### config.mk
export PLATFORM = sky130hd
export DESIGN_NAME = stage_sequencer
export DESIGN_NICKNAME = d
export VERILOG_FILES = /design/src/rtl/stage_seq_pkg.sv /design/src/rtl/rise_detect.sv /design/src/rtl/stage_sequencer.sv
export SDC_FILE = /design/constraint.sdc
export NUM_CORES = 1
export LEC_CHECK = 0
export ABC_CLOCK_PERIOD_IN_PS = 2530
export BUFFER_PORTS_ARGS = -buffer_cell sky130_fd_sc_hd__buf_2
export CORE_ASPECT_RATIO = 1.2
export CORE_MARGIN = 8
export CORE_UTILIZATION = 50
export DETAILED_ROUTE_END_ITERATION = 8
export HOLD_SLACK_MARGIN = 0.06
export PLACE_DENSITY = 0.79
export SETUP_SLACK_MARGIN = 0.1
export SYNTH_ARGS = -nofsm -noshare
export SYNTH_HDL_FRONTEND = slang
export SYNTH_SLANG_ARGS = --single-unit
### constraint.sdc
create_clock -name clk -period 2.53 [get_ports clk]
set_clock_uncertainty 0.1 [all_clocks]
set_input_delay 0.506 -clock clk [delete_from_list [all_inputs] [get_ports clk]]
set_output_delay 0.506 -clock clk [all_outputs]
set_load 0.05 [all_outputs]
### src/rtl/stage_seq_pkg.sv
// rtl/stage_seq_pkg.sv - shared state encoding, stage indices and widths for stage_sequencer
package stage_seq_pkg;

  localparam int NODE_W = 5;
  localparam int IDX_W  = 3;

  localparam int STG_NODES   = 0;
  localparam int STG_ELEMS   = 1;
  localparam int STG_SOURCES = 2;
  localparam int STG_REFNODE = 3;
  localparam int STG_SOLVE   = 4;

  typedef enum logic [2:0] {
    ST_IDLE,
    ST_START,
    ST_WAIT,
    ST_ADVANCE,
    ST_DONE,
    ST_ERROR
  } state_t;

  function automatic logic [7:0] stage_onehot(input logic [IDX_W-1:0] i);
    return 8'b1 << i;
  endfunction

endpackage

### src/rtl/rise_detect.sv
// rtl/rise_detect.sv - 1-bit registered rising-edge detector, async active-low reset
module rise_detect (
  input  logic clk,
  input  logic rst_n,
  input  logic d,
  output logic rise
);

  logic d_q;
  logic armed;

  // armed keeps a level already high at reset release from looking like an edge
  always_ff @(posedge clk or negedge rst_n) begin
    if (!rst_n) begin
      d_q   <= 1'b0;
      armed <= 1'b0;
    end else begin
      d_q   <= d;
      armed <= 1'b1;
    end
  end

  assign rise = armed & d & ~d_q;

endmodule

### src/rtl/stage_sequencer.sv
// rtl/stage_sequencer.sv - fixed-order stage start/complete sequencer; watchdog under STAGE_WATCHDOG_EN
module stage_sequencer
  import stage_seq_pkg::*;
#(
  parameter int NUM_STAGES   = STG_SOLVE + 1,
  parameter int NODES_STAGE  = STG_NODES,
  parameter int GROUND_STAGE = STG_REFNODE,
  parameter int WDOG_CYCLES  = 50_000_000
) (
  input  logic                  clk,
  input  logic                  program_resetn,
  input  logic                  go,
  input  logic [NUM_STAGES-1:0] stage_done,
  output logic [NUM_STAGES-1:0] stage_start,
  output logic [IDX_W-1:0]      cur_stage,
  output logic                  busy,
  output logic                  all_done,
  output logic                  error,
  input  logic [NODE_W-1:0]     numNodes_in,
  input  logic [NODE_W-1:0]     ground_node_in,
  output logic [NODE_W-1:0]     numNodes,
  output logic [NODE_W-1:0]     ground_node
);

  localparam logic [IDX_W-1:0] LAST_IDX   = IDX_W'(NUM_STAGES - 1);
  localparam logic [IDX_W-1:0] NODES_IDX  = IDX_W'(NODES_STAGE);
  localparam logic [IDX_W-1:0] GROUND_IDX = IDX_W'(GROUND_STAGE);

  state_t           state;
  logic [IDX_W-1:0] idx;
  logic [7:0]       done_pad;
  logic             go_rise;
  logic             done_rise;

  assign done_pad  = 8'(stage_done);
  assign cur_stage = idx;

  rise_detect u_go_rise (
    .clk  (clk),
    .rst_n(program_resetn),
    .d    (go),
    .rise (go_rise)
  );

  // only the active stage's completion is tracked; other done bits never reach the FSM
  rise_detect u_done_rise (
    .clk  (clk),
    .rst_n(program_resetn),
    .d    (done_pad[idx]),
    .rise (done_rise)
  );

`ifdef STAGE_WATCHDOG_EN
  localparam int WDOG_W = $clog2(WDOG_CYCLES + 1);
  localparam logic [WDOG_W-1:0] WDOG_LAST = WDOG_W'(WDOG_CYCLES - 1);
  logic [WDOG_W-1:0] wdog;
`else
  logic unused_wdog;
  assign unused_wdog = (WDOG_CYCLES == 0);
  assign error = 1'b0;
`endif

  always_ff @(posedge clk or negedge program_resetn) begin
    if (!program_resetn) begin
      state       <= ST_IDLE;
      idx         <= '0;
      stage_start <= '0;
      busy        <= 1'b0;
      all_done    <= 1'b0;
      numNodes    <= '0;
      ground_node <= '0;
`ifdef STAGE_WATCHDOG_EN
      wdog        <= '0;
      error       <= 1'b0;
`endif
    end else begin
      case (state)
        ST_IDLE, ST_DONE: begin
          if (go_rise) begin
            state       <= ST_START;
            idx         <= '0;
            stage_start <= NUM_STAGES'(stage_onehot('0));
            busy        <= 1'b1;
            all_done    <= 1'b0;
            numNodes    <= '0;
            ground_node <= '0;
          end
        end
        ST_START: begin
          stage_start <= '0;
          state       <= ST_WAIT;
`ifdef STAGE_WATCHDOG_EN
          wdog        <= '0;
`endif
        end
        ST_WAIT: begin
          if (done_rise) state <= ST_ADVANCE;
`ifdef STAGE_WATCHDOG_EN
          else if (wdog == WDOG_LAST) begin
            state <= ST_ERROR;
            busy  <= 1'b0;
            error <= 1'b1;
          end else wdog <= wdog + 1'b1;
`endif
        end
        ST_ADVANCE: begin
          if (idx == NODES_IDX)  numNodes    <= numNodes_in;
          if (idx == GROUND_IDX) ground_node <= ground_node_in;
          if (idx == LAST_IDX) begin
            state    <= ST_DONE;
            busy     <= 1'b0;
            all_done <= 1'b1;
          end else begin
            idx         <= idx + 1'b1;
            stage_start <= NUM_STAGES'(stage_onehot(idx + 1'b1));
            state       <= ST_START;
          end
        end
        default: state <= state;
      endcase
    end
  end

endmodule

==> results.md, run 1 <==
Place:
- The routability congestion estimate is 0.766.
- The pre-CTS worst setup slack is 0.598 ns.
- The estimated wirelength of the detail-placed design is roughly 2000 um.
- Summing all placed instances gives a cell area of 1440 sq um.
- In this run the tool buffered the top-level ports with 37 buffer cells.
- The total placed cells including tap cells is 173.

Global route:
- Summed over all layers, the global routing overflow is 0.
- The global routing stage identified its most utilized layer as met2.
- Entering global routing, the biggest net connects 27 pins.
- The total routing resource utilization after global routing is 12.1%.
- The number of global-route vias before repair is 948.
- Global routing used 1.45% of the available met3 tracks.
- The first-pass GRT wire length is 4140 um.
- Global routing consumed, on the met1 layer, 15.4% of the routing resources.
- The number of antenna violations at the first check in global routing is 0.
- Global routing consumed, on the met2 layer, 19.1% of the routing resources.

Clocking:
- The number of buffers on the longest clock path is 2.
- The number of hold buffers added after CTS was 0.
- The CTS tree is built.
- The total CTS buffers is 3.
- CTS placed an instance of sky130_fd_sc_hd__clkbuf_4 at the clock tree root.
- The number of H-tree levels is 1.
- The number of buffers inserted by post-CTS setup repair is 0.
- The number of gates resized after CTS is 0.
- For this design, the sink count on the clock tree is 26.
- Clock latency on the worst-skew pair, taken at its later pin, is 0.32 ns.
- After clock tree synthesis, the clock-pin slew on the worst setup and hold paths is 0.13 ns.

Synthesis:
- After synthesis, the largest area contributor takes up 51.8% of total cell area.
- In the synthesized netlist, the number of instances is 109.
- During synthesis, Yosys emitted a total of 0 warnings.
- The most used flip-flop cell after synthesis is sky130_fd_sc_hd__dfrtp_1.
- After synthesis, the most frequently instantiated cells are sky130_fd_sc_hd__dfrtp_1, sky130_fd_sc_hd__a22o_1, sky130_fd_sc_hd__ha_1, sky130_fd_sc_hd__nand2_1.
- Counting flops and latches in the post-synthesis netlist gives 26.
- The total standard cell area after synthesis is about 1300 sq um.
- In the post-synthesis netlist, the cell with the most instances is sky130_fd_sc_hd__dfrtp_1.
- Synthesis produced a netlist with a net count of 134.
- The synthesized area per cell is between 10 and 15 sq um.
- Sequential elements use 51.8% of the synthesized area.
- In the post-synthesis netlist, the biggest area contributors are sky130_fd_sc_hd__dfrtp_1, sky130_fd_sc_hd__a22o_1, sky130_fd_sc_hd__ha_1, sky130_fd_sc_hd__mux2_1, sky130_fd_sc_hd__nand3_1.
- The async set-reset flop share out of synthesis is between 90% and 100%.
- Synthesis instantiated 32 different standard cells from the library.
- The number of enable flip-flop cells after synthesis is 0.
- Summed over all instances, the cell type with the most area after synthesis is sky130_fd_sc_hd__dfrtp_1.

Setup path:
- Counting cells, the worst reg-to-reg path comes to 5.
- The critical path data required time is 2.65 ns.
- STA classifies the critical path startpoint as a flop.
- For the worst setup path, the data arrival time is 2.05 ns.
- Setup slack on the worst reg-to-reg path comes out at ~0.6 ns.
- The classification of the worst setup path is reg -> reg.
- In this run the critical register-to-register path is captured at stage_start[2].
- The reg-to-reg critical path startpoint is cur_stage[1].
- The largest fanout on the critical path is 8.
- The endpoint kind of the worst setup timing path is a flop.

Routing:
- The total routed wirelength is 2530 um.
- The pre-antenna-repair detailed-routing pass consisted of 4 iterations.
- For this block, the initial DRC count from the detailed router was 45.
- The average vias per placed instance is approximately 5.3.
- The number of vias after detailed routing is around 940.
- After detailed routing, the number of remaining DRC violations is 0.
- The final routed wire length divided by cell count is 14.3 um.
- The count of nets left with antenna violations once routing finished came out at 0.

Cells and area:
- The antenna diode instance count is 0.
- The finished cells cover 1470 sq um.
- Relative to the synthesized area, the layout overhead comes to 17.3%.
- The ratio of cells with drive above 1 in the final layout is 31.3%.
- The finished layout holds 177 standard cells, fillers aside.
- The sequential cell area is between 600 and 700 sq um.
- The total of fill cells in the finished design is around 230.
- The multi-input combinational cell area is 542 sq um.
- In the final design database the tool counted 170 nets.

STA:
- Once routing completed, OpenROAD measured the worst setup slack at 0.594 ns.
- The final critical path takes up 76.5% of the cycle.
- The top achievable clock speed is 0.516 GHz.
- The headroom to the max-slew limit is a little under two thirds.
- The hold violation total from the final report was 0.
- Setup violations remaining at the end of the flow were counted as 0.
- The accumulated negative setup slack is 0 ns.
- The count of pins over their slew limit is 0.
- Setup repair after global routing left no endpoint under its margin.
- The time the final worst path needs with I/O delays and setup is 1.94 ns.
- The measured slew at the worst slew-check pin is 0.545 ns.

Job:
- The number of max-cap violations is 0.

Floorplanning:
- The number of rows in the core area is 20.
- In this run the standard cell core region covers 2450 sq um.
- The floorplan step set the die width to 61.8 um.
- For this configuration, the core starts out at a cell density of 51.2%.
- The area of the die is 4380 sq um.
- The vertical die dimension is 70.9 um.
- The number of I/O pins is 39.

Power:
- In this run the power density over the cells is 441 nW/um^2.
- The leakage power total is 0.794 nW.
- The worst-case IR drop observed on VDD is 329 uV.

Worst hold path:
- The worst hold path belongs to the class in -> async.

Run status:
- The run finished with clean final reports.
## flip-flops by register name, summed over array words and instances (netlist names)
name	flops
busy	1
u_done_rise.armed	1
u_go_rise.d_q	1
ground_node	5
u_done_rise.d_q	1
cur_stage	3
state	3
all_done	1
numNodes	5
stage_start	5
## worst max-delay path, stage by stage (launching register included)
cell                      delay (ns)
sky130_fd_sc_hd__dfrtp_1        0.50
sky130_fd_sc_hd__inv_1          0.13
sky130_fd_sc_hd__ha_1           0.25
sky130_fd_sc_hd__a31oi_1        0.26
sky130_fd_sc_hd__or2_1          0.24
sky130_fd_sc_hd__mux2_1         0.34
## through the flow
step	power (mW)	utilization, %	hold slack [ns]
3_3_place_gp	0.455	58.6	0.358
3_5_place_dp	0.456	58.6	0.359
2_1_floorplan	0.436	-	0.110
6_report	0.650	60.1	0.0501
4_1_cts	0.656	60.1	0.0705
5_1_grt	0.676	60.1	0.101
## cell families (layout without fill, tap and decap cells)
family | count (synthesis) | count (layout) | share of synthesized area, %
AND/OR/NAND/NOR | 32 | 32 | 15.6
multiplexers | 6 | 6 | 5.18
XOR/XNOR | 1 | 1 | 0.697
buffers and inverters | 11 | 46 | 5.08
AO/OA/AOI/OAI | 24 | 24 | 14.0
other | 2 | 2 | 0.598
flip-flops | 26 | 26 | 51.8
adder cells (fa/ha/maj) | 7 | 7 | 6.97
## routing by layer
layer  share of wire [%]  vias to the layer above  routed length (um)
li1                    -                      454                   -
met1                  45                      449                1130
met2                  46                       34                1150
met3                 7.6                        4                 193
met4                 1.9                        0                  48
met5                   0                        -                   0
## layout by cell type, fill, tap and decap left out, types with 3 or more instances in the layout
cell                       synthesis  layout
sky130_fd_sc_hd__dfrtp_1          26      26
sky130_fd_sc_hd__nand2_1           7       7
sky130_fd_sc_hd__a31oi_1           3       3
sky130_fd_sc_hd__inv_1             5       5
sky130_fd_sc_hd__nand3_1           6       6
sky130_fd_sc_hd__buf_2             0      37
sky130_fd_sc_hd__clkbuf_4          0       3
sky130_fd_sc_hd__mux2_1            3       3
sky130_fd_sc_hd__a22o_1           10      10
sky130_fd_sc_hd__ha_1              7       7
sky130_fd_sc_hd__nor2_1            4       4
sky130_fd_sc_hd__and3_1            4       4
sky130_fd_sc_hd__o21ai_0           6       6
## layout make-up
cell class | instances | area share (%)
tap | 33 | 2.80
sequential | 26 | 44.1
multi-input combinational | 72 | 36.8
timing repair buffer | 37 | 12.6
clock buffer | 4 | 2.46
inverter | 5 | 1.27
## power breakdown
| group | switching [mW] | leakage (nW) | internal (mW) | total, mW |
|---|---|---|---|---|
| clock network | 0.115 | 0.0210 | 0.0880 | 0.203 |
| registers | 0.00149 | 0.320 | 0.418 | 0.419 |
| logic | 0.0167 | 0.453 | 0.0114 | 0.0281 |
## worst max-delay path by stage
stage | cells after the start | from | endpoint
5_1_grt | 5 | cur_stage[1] | stage_start[3]
3_3_place_gp | 5 | go | stage_start[1]
2_1_floorplan | 6 | cur_stage[0] | stage_start[1]
6_report | 5 | cur_stage[1] | stage_start[2]
4_1_cts | 5 | cur_stage[1] | stage_start[2]
3_5_place_dp | 5 | cur_stage[1] | stage_start[2]
(Power assumes the default switching activity.)
==> inputs of run 2 (changes only) <==
ABC_CLOCK_PERIOD_IN_PS = 1600   (was 2530)
CORE_UTILIZATION = 45   (was 50)
PLACE_DENSITY = 0.75   (was 0.79)
clock period = 1.6 ns   (was 2.53 ns; I/O delays follow)
==> run 2 against run 1 <==
  * Die area increased by 8.4%
  * Final cell count is 15% higher
  * Core utilization is 6.9 points higher
  * Largest cell class unchanged
  * Critical endpoint is now state[0]
  * Maximum frequency is 23% higher
  * Global-route usage grew 1.9 points
  * Clock power grew 45%
==> results.md, run 2 (synthesized netlist as in run 1, its figures left out) <==
Run status:
- Result of the run: complete, no violations (unchanged).

STA:
- The final period utilization is 98.5% (was 76.5%).
- The measured slew at the worst slew-check pin is 0.569 ns (was 0.545 ns).
- The headroom to the max-slew limit came to 62.1% (was 63.7%).
- The count of pins over their slew limit is 0 (unchanged).
- The accumulated negative setup slack is 0 ns (unchanged).
- The top achievable clock speed is 0.634 GHz (was 0.516 GHz).
- The slack of the critical path is 0.0234 ns (was 0.594 ns).
- The time the final worst path needs with I/O delays and setup was 1.58 ns (was 1.94 ns).
- RSZ-0062 raised after global routing: yes (was no).
- The hold violation total from the final report was 0 (unchanged).
- The total of endpoints with negative setup slack in the final report is 0 (unchanged).

Floorplanning:
- The area of the die is 4740 sq um (was 4380 sq um).
- The starting density of the core is 46.0% (was 51.2%).
- The number of I/O pins is 39 (unchanged).
- The die outline width came to 64.2 um (was 61.8 um).
- The vertical die dimension is 73.9 um (was 70.9 um).
- The number of rows in the core area is 21 (was 20).
- The total core area is 2730 sq um (was 2450 sq um).

Clocking:
- The clock latency on the worst-skew pair is 0.34 ns (was 0.32 ns).
- The number of sinks handled by clock tree synthesis was 26 (unchanged).
- The total CTS buffers is 3 (unchanged).
- The CTS tree is built (unchanged).
- The CTS clock-pin slew for the worst setup and hold paths is 0.14 ns (was 0.13 ns).
- The number of buffers on the longest clock path is 2 (unchanged).
- The clock root buffer master is sky130_fd_sc_hd__clkbuf_4 (unchanged).
- The number of H-tree levels came to 1 (unchanged).

Routing:
- The count of antenna-violating nets left after detailed routing came to 0 (unchanged).
- The total routed wirelength came to 3150 um (was 2530 um).
- The final routed wire length divided by cell count is 15.5 um (was 14.3 um).
- The number of iterations in the first detailed-routing pass is 4 (unchanged).
- The final routed DRC violation total was 0 (unchanged).
- The average vias per placed instance came to 5.30 (was 5.32).
- The number of vias after detailed routing is 1,082 (was 941).
- The number of DRC violations after detailed-routing iteration 0 is 51 (was 45).

Power:
- The cell area power density is 551 nW/um^2 (was 441 nW/um^2).
- The post-route total power is 1.01 mW (was 650 uW).
- The internal power summed over all cells came to 782 uW (was 517 uW).
- The leakage power total is 0.929 nW (was 0.794 nW).
- The net switching power came to 226 uW (was 133 uW).
- The combinational group share of total power is 5.0% (was 4.3%).
- The power share of the sequential group is 65.8% (was 64.5%).
- The switching part of the total is 22.4% (was 20.5%).
- The clock network fraction of design power is 29.2% (was 31.2%).
- The peak ir drop on the vdd network was 351 uV (was 329 uV).

Cells and area:
- Registers with the most flip-flops: ground_node (5), numNodes (5), stage_start (5) (unchanged).
- The ratio of cells with drive above 1 in the final layout was 52.4% (was 31.3%).
- The antenna diode instance count was 0 (unchanged).
- The sequential cell area is 657 sq um (was 651 sq um).
- The area growth from synthesis to layout is 45.7% (was 17.3%).
- The total of fill cells in the finished design was 192 (was 234).
- The post-route cell area is 1830 sq um (was 1470 sq um).
- The multi-input combinational cell area came to 628 sq um (was 542 sq um).
- The net total in the final layout is 196 (was 170).
- The final design utilization is 67.0% (was 60.1%).
- Top library cells by usage in the layout, fill and taps aside: sky130_fd_sc_hd__buf_2, sky130_fd_sc_hd__dfrtp_1, sky130_fd_sc_hd__buf_4 (was sky130_fd_sc_hd__buf_2, sky130_fd_sc_hd__dfrtp_1, sky130_fd_sc_hd__a22o_1).
- The most common cell after layout, fill and taps aside is sky130_fd_sc_hd__buf_2 (unchanged).

Place:
- The total placed instance area is 1590 sq um (was 1440 sq um).
- The routability congestion estimate is 0.806 (was 0.766).
- The pre-CTS worst setup slack is -0.0109 ns (was 0.598 ns).
- The number of I/O port buffers is 37 (unchanged).
- The estimated wirelength of the detail-placed design was 2260 um (was 1950 um).

Global route:
- The number of global-route vias before repair came to 1,150 (was 948).
- The global routing usage on met3 is 3.66% (was 1.45%).
- The global routing met1 resource utilization is 15.8% (was 15.4%).
- The sum of overflow across all layers after global routing is 0 (unchanged).
- The global routing's busiest layer is met2 (unchanged).
- The total routing resource utilization after global routing is 14.0% (was 12.1%).
- The number of antenna violations at the first check in global routing came to 0 (unchanged).
- The first-pass GRT wire length is 5300 um (was 4140 um).
- The largest net degree at the start of global routing is 27 (unchanged).
- The routing usage on met2 is 23.8% (was 19.1%).

Setup path:
- The worst endpoint data arrival time was 1.75 ns (was 2.05 ns).
- The endpoint kind of the worst setup timing path is a flop (unchanged).
- The critical path data required time was 1.77 ns (was 2.65 ns).
- The critical path's slowest cell is sky130_fd_sc_hd__or4_4 (was sky130_fd_sc_hd__dfrtp_1).
- The worst reg2reg path endpoint is state[0] (was stage_start[2]).
- The delay of the slowest cell on the worst path is 0.56 ns (was 0.50 ns).
- The largest fanout on the critical path came to 7 (was 8).
- The cell type group with the largest total delay on the critical path is simple AND/OR/NAND/NOR gates (was flip-flops).
- The type of element launching the critical path is a flop (unchanged).
- The setup slack of the most critical reg-to-reg path came to 0.02 ns (was 0.59 ns).
- Crit path cell chain: or4_4 -> a32o_1 -> a31oi_1 (was inv_1 -> ha_1 -> a31oi_1 -> or2_1 -> mux2_1).
- The count of buffering cells on the critical path with inverters included is 0 (was 1).
- The classification of the worst setup path is reg -> reg (unchanged).
- The logic depth of the worst register-to-register path is 3 (was 5).
- The reg-to-reg critical path startpoint was state[0] (was cur_stage[1]).

Job:
- The number of max-cap violations is 0 (unchanged).

Worst hold path:
- The startpoint of the tightest hold check path is numNodes_in[2].
- The path type of the worst min-delay path is in -> reg (was in -> async).
- The worst hold path passes through 2 cells.
- The path with the worst hold slack has its endpoint at numNodes[2].
## run 2: metrics by stage
step	hold slack, ns	cells
after floorplan	-0.0756	109
after global placement	0.234	187
after detailed placement	0.242	187
after CTS	0.103	201
after global routing	0.0966	204
final	0.104	204
## run 2: power groups by stage
stage               clock, mW  combinational, mW  sequential, mW
floorplan                   0             0.0137           0.675
global placement            0             0.0458           0.675
detailed placement          0             0.0480           0.675
CTS                     0.297             0.0519           0.663
global route            0.320             0.0579           0.664
finish                  0.294             0.0508           0.663
## run 2: per-layer routing
layer	wire length [um]	share of wire, %	up-vias
met1	1310	42	524
li1	-	-	511
met2	1550	49	42
met4	72	2.3	0
met3	226	7.2	5
met5	0	0	-
## run 2: worst max-delay path by stage
| stage | start | endpoint | slack [ns] | cells past startpoint |
|---|---|---|---|---|
| floorplan | cur_stage[1] | stage_start[1] | -0.19 | 6 |
| global placement | go | cur_stage[2] | 0.008 | 4 |
| detailed placement | go | stage_start[1] | -0.01 | 6 |
| CTS | state[0] | state[0] | 0.01 | 3 |
| global route | state[0] | state[0] | -0.03 | 3 |
| finish | state[0] | state[0] | 0.02 | 3 |
## run 2: repair_timing
item / in CTS / in global routing
resized for setup: 24 / 8
setup endpoints to repair: 22 / 24
hold endpoints to repair: 27 / 0
buffers inserted: 8 / 4
hold buffers: 2 / 0
pin swaps: 7 / 5
## run 2: final cells by class
class / instances / share of cell area [%]
Sequential cell: 26 / 35.9
Timing Repair Buffer: 63 / 25.0
Tap cell: 34 / 2.32
Inverter: 5 / 1.03
Clock buffer: 4 / 1.44
Multi-Input combinational cell: 72 / 34.3
==> inputs of run 3 (changes only) <==
RECOVER_POWER = 50   (was unset)
==> run 3 against run 2 <==
  * Non-clock buffer count is the same
  * Via count increased by 0.65%
  * Core utilization is 0.37 points lower
  * Cell area shrank 0.55%
  * Clock power fell by 2%
  * Sequential cell count unchanged
  * Total power decreased by 0.46%
  * Critical endpoint unchanged
  * Die area unchanged
  * Worst hold slack better by 0.0077 ns
  * Largest power group unchanged
==> results.md, run 3 (synthesized netlist as in run 1, its figures left out) <==
Run status:
- Result of the run: complete, no violations (unchanged).

Routing:
- The final routed DRC violation total was 0 (unchanged).
- The average vias per placed instance was 5.34 (was 5.30).
- The total routed wirelength is 3150 um (about the same).
- The count of antenna-violating nets left after detailed routing is 0 (unchanged).
- The final routed wire length divided by cell count is 15.4 um (was 15.5 um).
- The number of iterations in the first detailed-routing pass was 4 (unchanged).
- The number of vias after detailed routing is 1,089 (was 1,082).
- The number of DRC violations after detailed-routing iteration 0 is 60 (was 51).

STA:
- RSZ-0062 raised after global routing: yes (unchanged).
- The count of pins over their slew limit was 0 (unchanged).
- The top achievable clock speed is 0.637 GHz (was 0.634 GHz).
- The slack of the critical path is 0.0298 ns (was 0.0234 ns).
- The headroom to the max-slew limit is 57.8% (was 62.1%).
- The hold violation total from the final report is 0 (unchanged).
- The measured slew at the worst slew-check pin is 0.633 ns (was 0.569 ns).
- The total of endpoints with negative setup slack in the final report came to 0 (unchanged).
- The time the final worst path needs with I/O delays and setup is 1.57 ns (was 1.58 ns).
- The final period utilization came to 98.1% (was 98.5%).

Floorplanning:
- The starting density of the core was 46.0% (unchanged).
- The number of rows in the core area is 21 (unchanged).
- The area of the die is 4740 sq um (unchanged).
- The number of I/O pins is 39 (unchanged).
- The total core area came to 2730 sq um (unchanged).
- The die outline width is 64.2 um (unchanged).
- The vertical die dimension is 73.9 um (unchanged).

Global route:
- The global routing usage on met3 is 3.66% (unchanged).
- The routing usage on met2 is 23.8% (unchanged).
- The sum of overflow across all layers after global routing is 0 (unchanged).
- The total routing resource utilization after global routing was 14.0% (unchanged).
- The number of global-route vias before repair was 1,150 (unchanged).
- The global routing's busiest layer was met2 (unchanged).
- The number of antenna violations at the first check in global routing was 0 (unchanged).
- The global routing met1 resource utilization came to 15.8% (unchanged).
- The largest net degree at the start of global routing is 27 (unchanged).
- The first-pass GRT wire length is 5300 um (unchanged).

Cells and area:
- Registers with the most flip-flops: ground_node (5), numNodes (5), stage_start (5) (unchanged).
- The ratio of cells with drive above 1 in the final layout is 51.8% (was 52.4%).
- The number of standard cells in the final layout excluding fillers is 204 (unchanged).
- The area growth from synthesis to layout came to 44.9% (was 45.7%).
- Top library cells by usage in the layout, fill and taps aside: sky130_fd_sc_hd__buf_2, sky130_fd_sc_hd__dfrtp_1, sky130_fd_sc_hd__buf_4 (unchanged).
- The most common cell after layout, fill and taps aside is sky130_fd_sc_hd__buf_2 (unchanged).
- The net total in the final layout is 196 (unchanged).
- The antenna diode instance count is 0 (unchanged).

Power:
- The peak ir drop on the vdd network is 351 uV (about the same).
- The post-route total power came to 1.00 mW (was 1.01 mW).
- The leakage power total is 0.923 nW (was 0.929 nW).
- The cell area power density is 551 nW/um^2 (about the same).

Clocking:
- The number of sinks handled by clock tree synthesis is 26 (unchanged).
- The total CTS buffers is 3 (unchanged).
- The clock latency on the worst-skew pair is 0.33 ns (was 0.34 ns).
- The clock root buffer master is sky130_fd_sc_hd__clkbuf_4 (unchanged).
- The CTS tree is built (unchanged).
- The CTS clock-pin slew for the worst setup and hold paths was 0.13 ns (was 0.14 ns).
- The number of H-tree levels is 1 (unchanged).
- The number of buffers on the longest clock path was 2 (unchanged).

Worst hold path:
- The path type of the worst min-delay path was in -> reg (unchanged).

Setup path:
- The critical path data required time is 1.76 ns (was 1.77 ns).
- The largest fanout on the critical path is 7 (unchanged).
- The classification of the worst setup path is reg -> reg (unchanged).
- The endpoint kind of the worst setup timing path is a flop (unchanged).
- The type of element launching the critical path is a flop (unchanged).
- The worst endpoint data arrival time is 1.73 ns (was 1.75 ns).

Place:
- The pre-CTS worst setup slack is -0.0109 ns (unchanged).
- The estimated wirelength of the detail-placed design is 2260 um (unchanged).
- The total placed cells including tap cells is 187 (unchanged).
- The routability congestion estimate is 0.806 (unchanged).
- The number of I/O port buffers is 37 (unchanged).

Job:
- The number of max-cap violations was 0 (unchanged).
run 3: cell types whose count changed in the layout (fill, tap and decap cells not counted):
| cell | before | now |
|---|---|---|
| sky130_fd_sc_hd__buf_4 | 15 | 14 |
| sky130_fd_sc_hd__clkbuf_2 | 0 | 3 |
| sky130_fd_sc_hd__clkbuf_1 | 1 | 2 |
| sky130_fd_sc_hd__buf_2 | 34 | 32 |
| sky130_fd_sc_hd__buf_6 | 8 | 7 |
run 3: layout make-up:
type / count / area, sq um
fillers: 195 / 912
multi-input cells: 72 / 628
clock buffers: 4 / 26.3
inverters: 5 / 18.8
repair buffers: 63 / 448
flip-flops and latches: 26 / 657
well taps: 34 / 42.5
run 3: worst paths after layout:
path | from | to | slack (ns) | cells after the start
max in group asynchronous | program_resetn | cur_stage[1] | 0.53 | 2
worst max-delay path | state[0] | state[0] | 0.03 | 3
min in group asynchronous | program_resetn | state[1] | 0.43 | 2
worst min register to register | busy | busy | 0.40 | 2
worst min-delay path | numNodes_in[2] | numNodes[2] | 0.11 | 2
worst max register to register | state[0] | state[0] | 0.03 | 3
run 3: report_power, final:
group	internal, mW	total, mW	switching [mW]
logic	0.0227	0.0510	0.0283
registers	0.661	0.663	0.00220
clock network	0.0979	0.289	0.191
total	0.781	1.00	0.222
run 3: per-stage QoR:
stage | setup TNS, ns | hold WS (ns) | util (%) | cell area (sq um)
after floorplan | -0.644 | -0.0756 | - | 1330
after detailed placement | -0.0701 | 0.242 | 58.3 | 1590
after global placement | 0 | 0.234 | 58.3 | 1590
final | 0 | 0.112 | 66.6 | 1820
after CTS | 0 | 0.103 | 64.9 | 1770
after global routing | -0.0735 | 0.0966 | 66.6 | 1820
run 3: critical path, cell delays in order (launching register included):
cell	delay, ns
sky130_fd_sc_hd__dfrtp_2	0.48
sky130_fd_sc_hd__or4_4	0.56
sky130_fd_sc_hd__a32o_1	0.23
sky130_fd_sc_hd__a31oi_1	0.12
run 3: metal layers:
layer  up-vias  routed length [um]
met2        43                1520
met5         -                   0
li1        509                   -
met1       530                1320
met3         7                 230
met4         0                  82
run 3: repair_timing:
item | CTS | global route
endpoints found under the hold margin | 27 | 0
hold buffers | 2 | 0
setup endpoints to repair | 22 | 24
pin swaps | 7 | 5
resized for setup | 24 | 8
setup buffers | 8 | 4
